==> src/rtl/sync_fifo_pkg.sv <==
// Shared helpers for the flexible synchronous FIFO: pointer wrap, flag compares, defaults.
package sync_fifo_pkg;

    localparam int unsigned DefaultWidth    = 8;
    localparam int unsigned DefaultDepth    = 16;
    localparam int unsigned DefaultAeThresh = 2;

    // Explicit wrap so non-power-of-two depths never index past the last entry.
    function automatic int unsigned ptr_inc(input int unsigned ptr, input int unsigned depth);
        return (ptr >= depth - 1) ? 0 : ptr + 1;
    endfunction

    function automatic logic cnt_at_least(input int unsigned cnt, input int unsigned thresh);
        return cnt >= thresh;
    endfunction

    function automatic logic cnt_at_most(input int unsigned cnt, input int unsigned thresh);
        return cnt <= thresh;
    endfunction

endpackage

==> src/rtl/sync_fifo_ram.sv <==
// DEPTH x WIDTH storage: synchronous write port, asynchronous read port, no reset.
module sync_fifo_ram #(
    parameter int unsigned WIDTH = 8,
    parameter int unsigned DEPTH = 16,
    parameter int unsigned PTR_W = 4
) (
    input  logic             clk_i,
    input  logic             we_i,
    input  logic [PTR_W-1:0] waddr_i,
    input  logic [WIDTH-1:0] wdata_i,
    input  logic [PTR_W-1:0] raddr_i,
    output logic [WIDTH-1:0] rdata_o
);

    logic [WIDTH-1:0] mem_q [DEPTH];

    always_ff @(posedge clk_i) begin
        if (we_i) begin
            mem_q[waddr_i] <= wdata_i;
        end
    end

    assign rdata_o = mem_q[raddr_i];

endmodule

==> src/rtl/sync_fifo_flex.sv <==
// Parametrised single-clock FIFO with fill count, almost flags, flush and optional FWFT reads.
module sync_fifo_flex
    import sync_fifo_pkg::*;
#(
    parameter int unsigned WIDTH     = DefaultWidth,
    parameter int unsigned DEPTH     = DefaultDepth,
    parameter int unsigned FWFT      = 0,
    parameter int unsigned AF_THRESH = DEPTH - 2,
    parameter int unsigned AE_THRESH = DefaultAeThresh,
    localparam int unsigned PTR_W    = (DEPTH > 1) ? $clog2(DEPTH) : 1,
    localparam int unsigned CNT_W    = $clog2(DEPTH + 1)
) (
    input  logic             clk_i,
    input  logic             rst_i,
    input  logic             flush_i,
    input  logic             wr_en_i,
    input  logic [WIDTH-1:0] wr_data_i,
    input  logic             rd_en_i,
    output logic [WIDTH-1:0] rd_data_o,
    output logic             rd_valid_o,
    output logic             full_o,
    output logic             empty_o,
    output logic             almost_full_o,
    output logic             almost_empty_o,
    output logic [CNT_W-1:0] count_o,
    output logic             wr_error_o,
    output logic             rd_error_o
);

    logic [PTR_W-1:0] wr_ptr_q, wr_ptr_d;
    logic [PTR_W-1:0] rd_ptr_q, rd_ptr_d;
    logic [CNT_W-1:0] count_q, count_d;
    logic             full_q, full_d;
    logic             empty_q, empty_d;
    logic             af_q, af_d;
    logic             ae_q, ae_d;
    logic             wr_err_q, wr_err_d;
    logic             rd_err_q, rd_err_d;
    logic             rd_valid_q, rd_valid_d;
    logic [WIDTH-1:0] rd_data_q, rd_data_d;
    logic [WIDTH-1:0] ram_rdata;
    logic             wr_acc;
    logic             rd_acc;

    sync_fifo_ram #(
        .WIDTH (WIDTH),
        .DEPTH (DEPTH),
        .PTR_W (PTR_W)
    ) u_ram (
        .clk_i   (clk_i),
        .we_i    (wr_acc),
        .waddr_i (wr_ptr_q),
        .wdata_i (wr_data_i),
        .raddr_i (rd_ptr_q),
        .rdata_o (ram_rdata)
    );

    always_comb begin
        // A read of a full FIFO frees a slot, so it lets a same-cycle write through.
        rd_acc = rd_en_i & ~empty_q & ~flush_i;
        wr_acc = wr_en_i & (~full_q | rd_acc) & ~flush_i;

        wr_ptr_d = wr_ptr_q;
        rd_ptr_d = rd_ptr_q;
        count_d  = count_q;

        if (flush_i) begin
            wr_ptr_d = '0;
            rd_ptr_d = '0;
            count_d  = '0;
        end else begin
            if (wr_acc) begin
                wr_ptr_d = PTR_W'(ptr_inc(32'(wr_ptr_q), DEPTH));
            end
            if (rd_acc) begin
                rd_ptr_d = PTR_W'(ptr_inc(32'(rd_ptr_q), DEPTH));
            end
            count_d = count_q + CNT_W'(wr_acc) - CNT_W'(rd_acc);
        end

        full_d  = cnt_at_least(32'(count_d), DEPTH);
        empty_d = cnt_at_most(32'(count_d), 0);
        af_d    = cnt_at_least(32'(count_d), AF_THRESH);
        ae_d    = cnt_at_most(32'(count_d), AE_THRESH);

        wr_err_d   = wr_en_i & ~wr_acc & ~flush_i;
        rd_err_d   = rd_en_i & ~rd_acc & ~flush_i;
        rd_valid_d = rd_acc;
        rd_data_d  = rd_acc ? ram_rdata : rd_data_q;
    end

    always_ff @(posedge clk_i or posedge rst_i) begin
        if (rst_i) begin
            wr_ptr_q   <= '0;
            rd_ptr_q   <= '0;
            count_q    <= '0;
            full_q     <= 1'b0;
            empty_q    <= 1'b1;
            af_q       <= (AF_THRESH == 0);
            ae_q       <= 1'b1;
            wr_err_q   <= 1'b0;
            rd_err_q   <= 1'b0;
            rd_valid_q <= 1'b0;
            rd_data_q  <= '0;
        end else begin
            wr_ptr_q   <= wr_ptr_d;
            rd_ptr_q   <= rd_ptr_d;
            count_q    <= count_d;
            full_q     <= full_d;
            empty_q    <= empty_d;
            af_q       <= af_d;
            ae_q       <= ae_d;
            wr_err_q   <= wr_err_d;
            rd_err_q   <= rd_err_d;
            rd_valid_q <= rd_valid_d;
            rd_data_q  <= rd_data_d;
        end
    end

    // FWFT shows the head word directly; when empty it falls back to the last popped word.
    if (FWFT != 0) begin : g_fwft
        assign rd_data_o  = empty_q ? rd_data_q : ram_rdata;
        assign rd_valid_o = ~empty_q;
    end else begin : g_std
        assign rd_data_o  = rd_data_q;
        assign rd_valid_o = rd_valid_q;
    end

    assign full_o         = full_q;
    assign empty_o        = empty_q;
    assign almost_full_o  = af_q;
    assign almost_empty_o = ae_q;
    assign count_o        = count_q;
    assign wr_error_o     = wr_err_q;
    assign rd_error_o     = rd_err_q;

endmodule

==> config.mk <==
export PLATFORM = sky130hd
export DESIGN_NAME = sync_fifo_flex
export DESIGN_NICKNAME = d
export VERILOG_FILES = /design/src/rtl/sync_fifo_pkg.sv /design/src/rtl/sync_fifo_ram.sv /design/src/rtl/sync_fifo_flex.sv
export SDC_FILE = /design/constraint.sdc
export NUM_CORES = 1
export LEC_CHECK = 0
export BUFFER_PORTS_ARGS = -buffer_cell sky130_fd_sc_hd__buf_2
export CAP_MARGIN = 15
export CELL_PAD_IN_SITES_DETAIL_PLACEMENT = 1
export CELL_PAD_IN_SITES_GLOBAL_PLACEMENT = 1
export CORE_MARGIN = 2
export CORE_UTILIZATION = 50
export DETAILED_ROUTE_END_ITERATION = 6
export GPL_ROUTABILITY_DRIVEN = 0
export PLACE_DENSITY = 0.75
export SETUP_SLACK_MARGIN = 0.2
export SYNTH_ARGS = -nofsm -noshare
export SYNTH_HDL_FRONTEND = slang
export SYNTH_SLANG_ARGS = --single-unit
export TNS_END_PERCENT = 50
==> constraint.sdc <==
create_clock -name clk_i -period 3.25 [get_ports clk_i]
set_clock_uncertainty 0.05 [all_clocks]
set_input_delay 0.4875 -clock clk_i [delete_from_list [all_inputs] [get_ports clk_i]]
set_output_delay 0.4875 -clock clk_i [all_outputs]
set_load 0.02 [all_outputs]
==> reports/results.ini <==
[grt]
grt_max_degree = 28
grt_pass1_vias = 3561
grt_pass1_wl_um = 21380
overflow = 0
track_usage_pct = 22.70
grt_antenna_before_repair = 0

[cts]
cts-buffers-inserted = 17
clk_transition_reported_paths_ns = 0.06
cts_sinks = 155
cts_setup_buffers = 0
cts_resized = 0
ctsHoldBuffers = 0
cts_htree_levels = 4
clk_path_buf_depth = 2
cts_tree = yes
root_buffer = clkbuf_16
clk-insertion-delay-late_ns = 0.42

[floorplanning]
core_um2 = 12470
die_w_um = 116.5
initial_core_util_pct = 50.76
die_y_um = 116.5
die_area_um2 = 13570
rows = 41
io_pins = 33

[timing]
setup_viol = 0
period_share_pct = 83.55
tightestPinTransition_ns = 0.8326
fin_crit_ns = 2.715
drv_slew = 0
timing.hold.ws_ns = 0.07874
max_slew_margin_pct = 44.29
timing.fmax_mhz = 368.3
setup_ws_ns = 0.5347
rsz0062_at_grt = false
fin_setup_tns_ns = 0
finalHoldViolations = 0

[route]
via_count = 3431
wl_per_cell_um = 23.18
drt_iter0_markers = 308
drtPass1Iterations = 5
drt-total-wl_um = 14000
ant_nets = 0
post-route-drc-count = 0
vias_per_cell = 5.680

[logic_synthesis]
synth_cells = 362
yosys-top-cells-area = edfxtp_1 61%, dfrtp_1 9.9%, mux4_2 8.2%, mux4_1 2.5%, ha_1 2.0%
yosysTopAreaCellShare_pct = 60.75
postSynth.asyncResetShare_pct = 17.42
yosysWarnings = 0
synth_ff_type = edfxtp_1
syn_area_um2 = 6327
syn_area_per_cell_um2 = 17.48
ys_seq_area_share_pct = 71.47
synthesis.nets = 386
synth_edf_count = 128
ys_types = 43
yosysMostFrequentCell = edfxtp_1
ys_ff_latch = 155
yosysTopAreaCell = edfxtp_1
synthTopCellsByCount = 128 x edfxtp_1, 28 x nor2_1, 25 x dfrtp_1

[setup_path]
end_kind = register
rrSetupSlack_ns = 0.53
startpoint_type = register
cp_top_family = adder cells
crit_path_max_incr_delay_ns = 0.57
crit_path_max_fanout = 5
timing.rr.end = almost_empty_o
required_ns = 3.53
cpMaxStageDelayCell = dfstp_2
timing.rr.start = empty_o
crit_chain = nand2b_2 -> a21oi_2 -> inv_1 -> ha_1 -> inv_1 -> ha_1 -> inv_1 -> fa_1 -> nor2b_1 -> o21ai_0 -> a21o_1 -> a31oi_1 -> a211oi_1
arrival_ns = 3.00
critPathMostFrequentCell = inv_1
critPathKind = reg -> reg
r2r.worst_path.cells = 13
critPathBufInv = 3

[placement]
hpwlAfterDp_um = 8751
port_buffers = 32
placed_area_um2 = 6775
place_ws_ns = 0.2845

[final_layout]
area_growth_pct = 16.95
multi_input_area_um2 = 1608
final_util_pct = 59.36
seq_area_um2 = 4523
nets = 443
layout-drive-gt1-share_pct = 29.17
antenna_cells = 0
final_cell_area_um2 = 7400
final.fill_count = 1144

[pwr]
power_leakage_nw = 2.655
ir_worst_vdd_mv = 0.6167
powerDensity_nw_per_um2 = 729.9

[job]
cap_violations = 0

[outcome]
status = finished, final reports clean

[hold_path]
hp-class = in -> async

worst register-to-register path, stage by stage, from the launching register on:
cell and delay, ns:
dfstp_2 0.57, nand2b_2 0.19, a21oi_2 0.08, inv_1 0.07, ha_1 0.22, inv_1 0.06, ha_1 0.16, inv_1 0.06
fa_1 0.37, nor2b_1 0.16, o21ai_0 0.12, a21o_1 0.21, a31oi_1 0.22, a211oi_1 0.08
cell usage in the layout (no fill, tap or decap), types with 5 or more instances in the layout:
| cell | count |
|---|---|
| mux4_2 | 23 |
| a21oi_1 | 13 |
| a221o_1 | 7 |
| clkbuf_16 | 17 |
| o21ai_0 | 9 |
| nor3_1 | 5 |
| mux2_2 | 8 |
| nand2_1 | 14 |
| buf_4 | 23 |
| clkinv_4 | 8 |
| nor2_1 | 28 |
| edfxtp_1 | 128 |
| ha_1 | 10 |
| inv_1 | 22 |
| dfrtp_1 | 24 |
| mux4_1 | 6 |
| mux2i_1 | 5 |
| buf_2 | 32 |
state kept, by name (all words and copies together), names as in the netlist:
signal          flops
almost_full_o       1
rd_error_o          1
empty_o             1
almost_empty_o      1
rd_ptr_q            4
wr_ptr_q            4
rd_data_o           8
wr_error_o          1
rd_valid_o          1
count_o             5
u_ram.mem_q       128
cell families (layout without fill, tap and decap cells):
group                    after synthesis  after routing  share of synthesized area (%)
flip-flops                           155            155                          71.47
AND/OR/NAND/NOR                       66             66                          4.786
AO/OA/AOI/OAI                         43             43                          4.647
multiplexers                          42             42                          12.89
buffers and inverters                 40            110                          3.223
adder cells (fa/ha/maj)               11             11                          2.294
XOR/XNOR                               5              5                         0.6922
cell type report:
class	count	area share, %
well taps	172	2.908
repair buffers	56	4.768
multi-input cells	167	21.73
flip-flops and latches	155	61.13
clock inverters	15	2.604
clock buffers	17	5.749
inverters	22	1.116
through the flow:
step                cells  power, W
finish                604  0.005401
global route          604  0.005643
CTS                   604  0.005452
detailed placement    572  0.003417
global placement      572  0.003382
floorplan             362  0.003121
how the worst max path moves through the flow:
stage	start	to	slack, ns	depth (start not counted)
floorplan	flush_i	almost_empty_o	0.26	15
global route	empty_o	almost_empty_o	0.27	13
finish	empty_o	almost_empty_o	0.53	13
CTS	empty_o	almost_empty_o	0.45	13
global placement	flush_i	almost_empty_o	0.37	13
detailed placement	flush_i	almost_empty_o	0.28	13
power by group:
group / switching, W / internal [W]
Combinational: 0.000565 / 0.000417
Sequential: 0.000101 / 0.00229
Clock: 0.000805 / 0.00122
Total: 0.00147 / 0.00393
routing by layer:
| metal | track usage [%] | wire length (µm) | vias up |
|---|---|---|---|
| li1 | - | - | 1517 |
| met1 | 31.00 | 5980 | 1802 |
| met2 | 35.50 | 6882 | 93 |
| met3 | 7.006 | 933 | 19 |
| met4 | 6.984 | 205 | 0 |
| met5 | 0 | 0 | - |
Power figures use the tool's default switching activity.
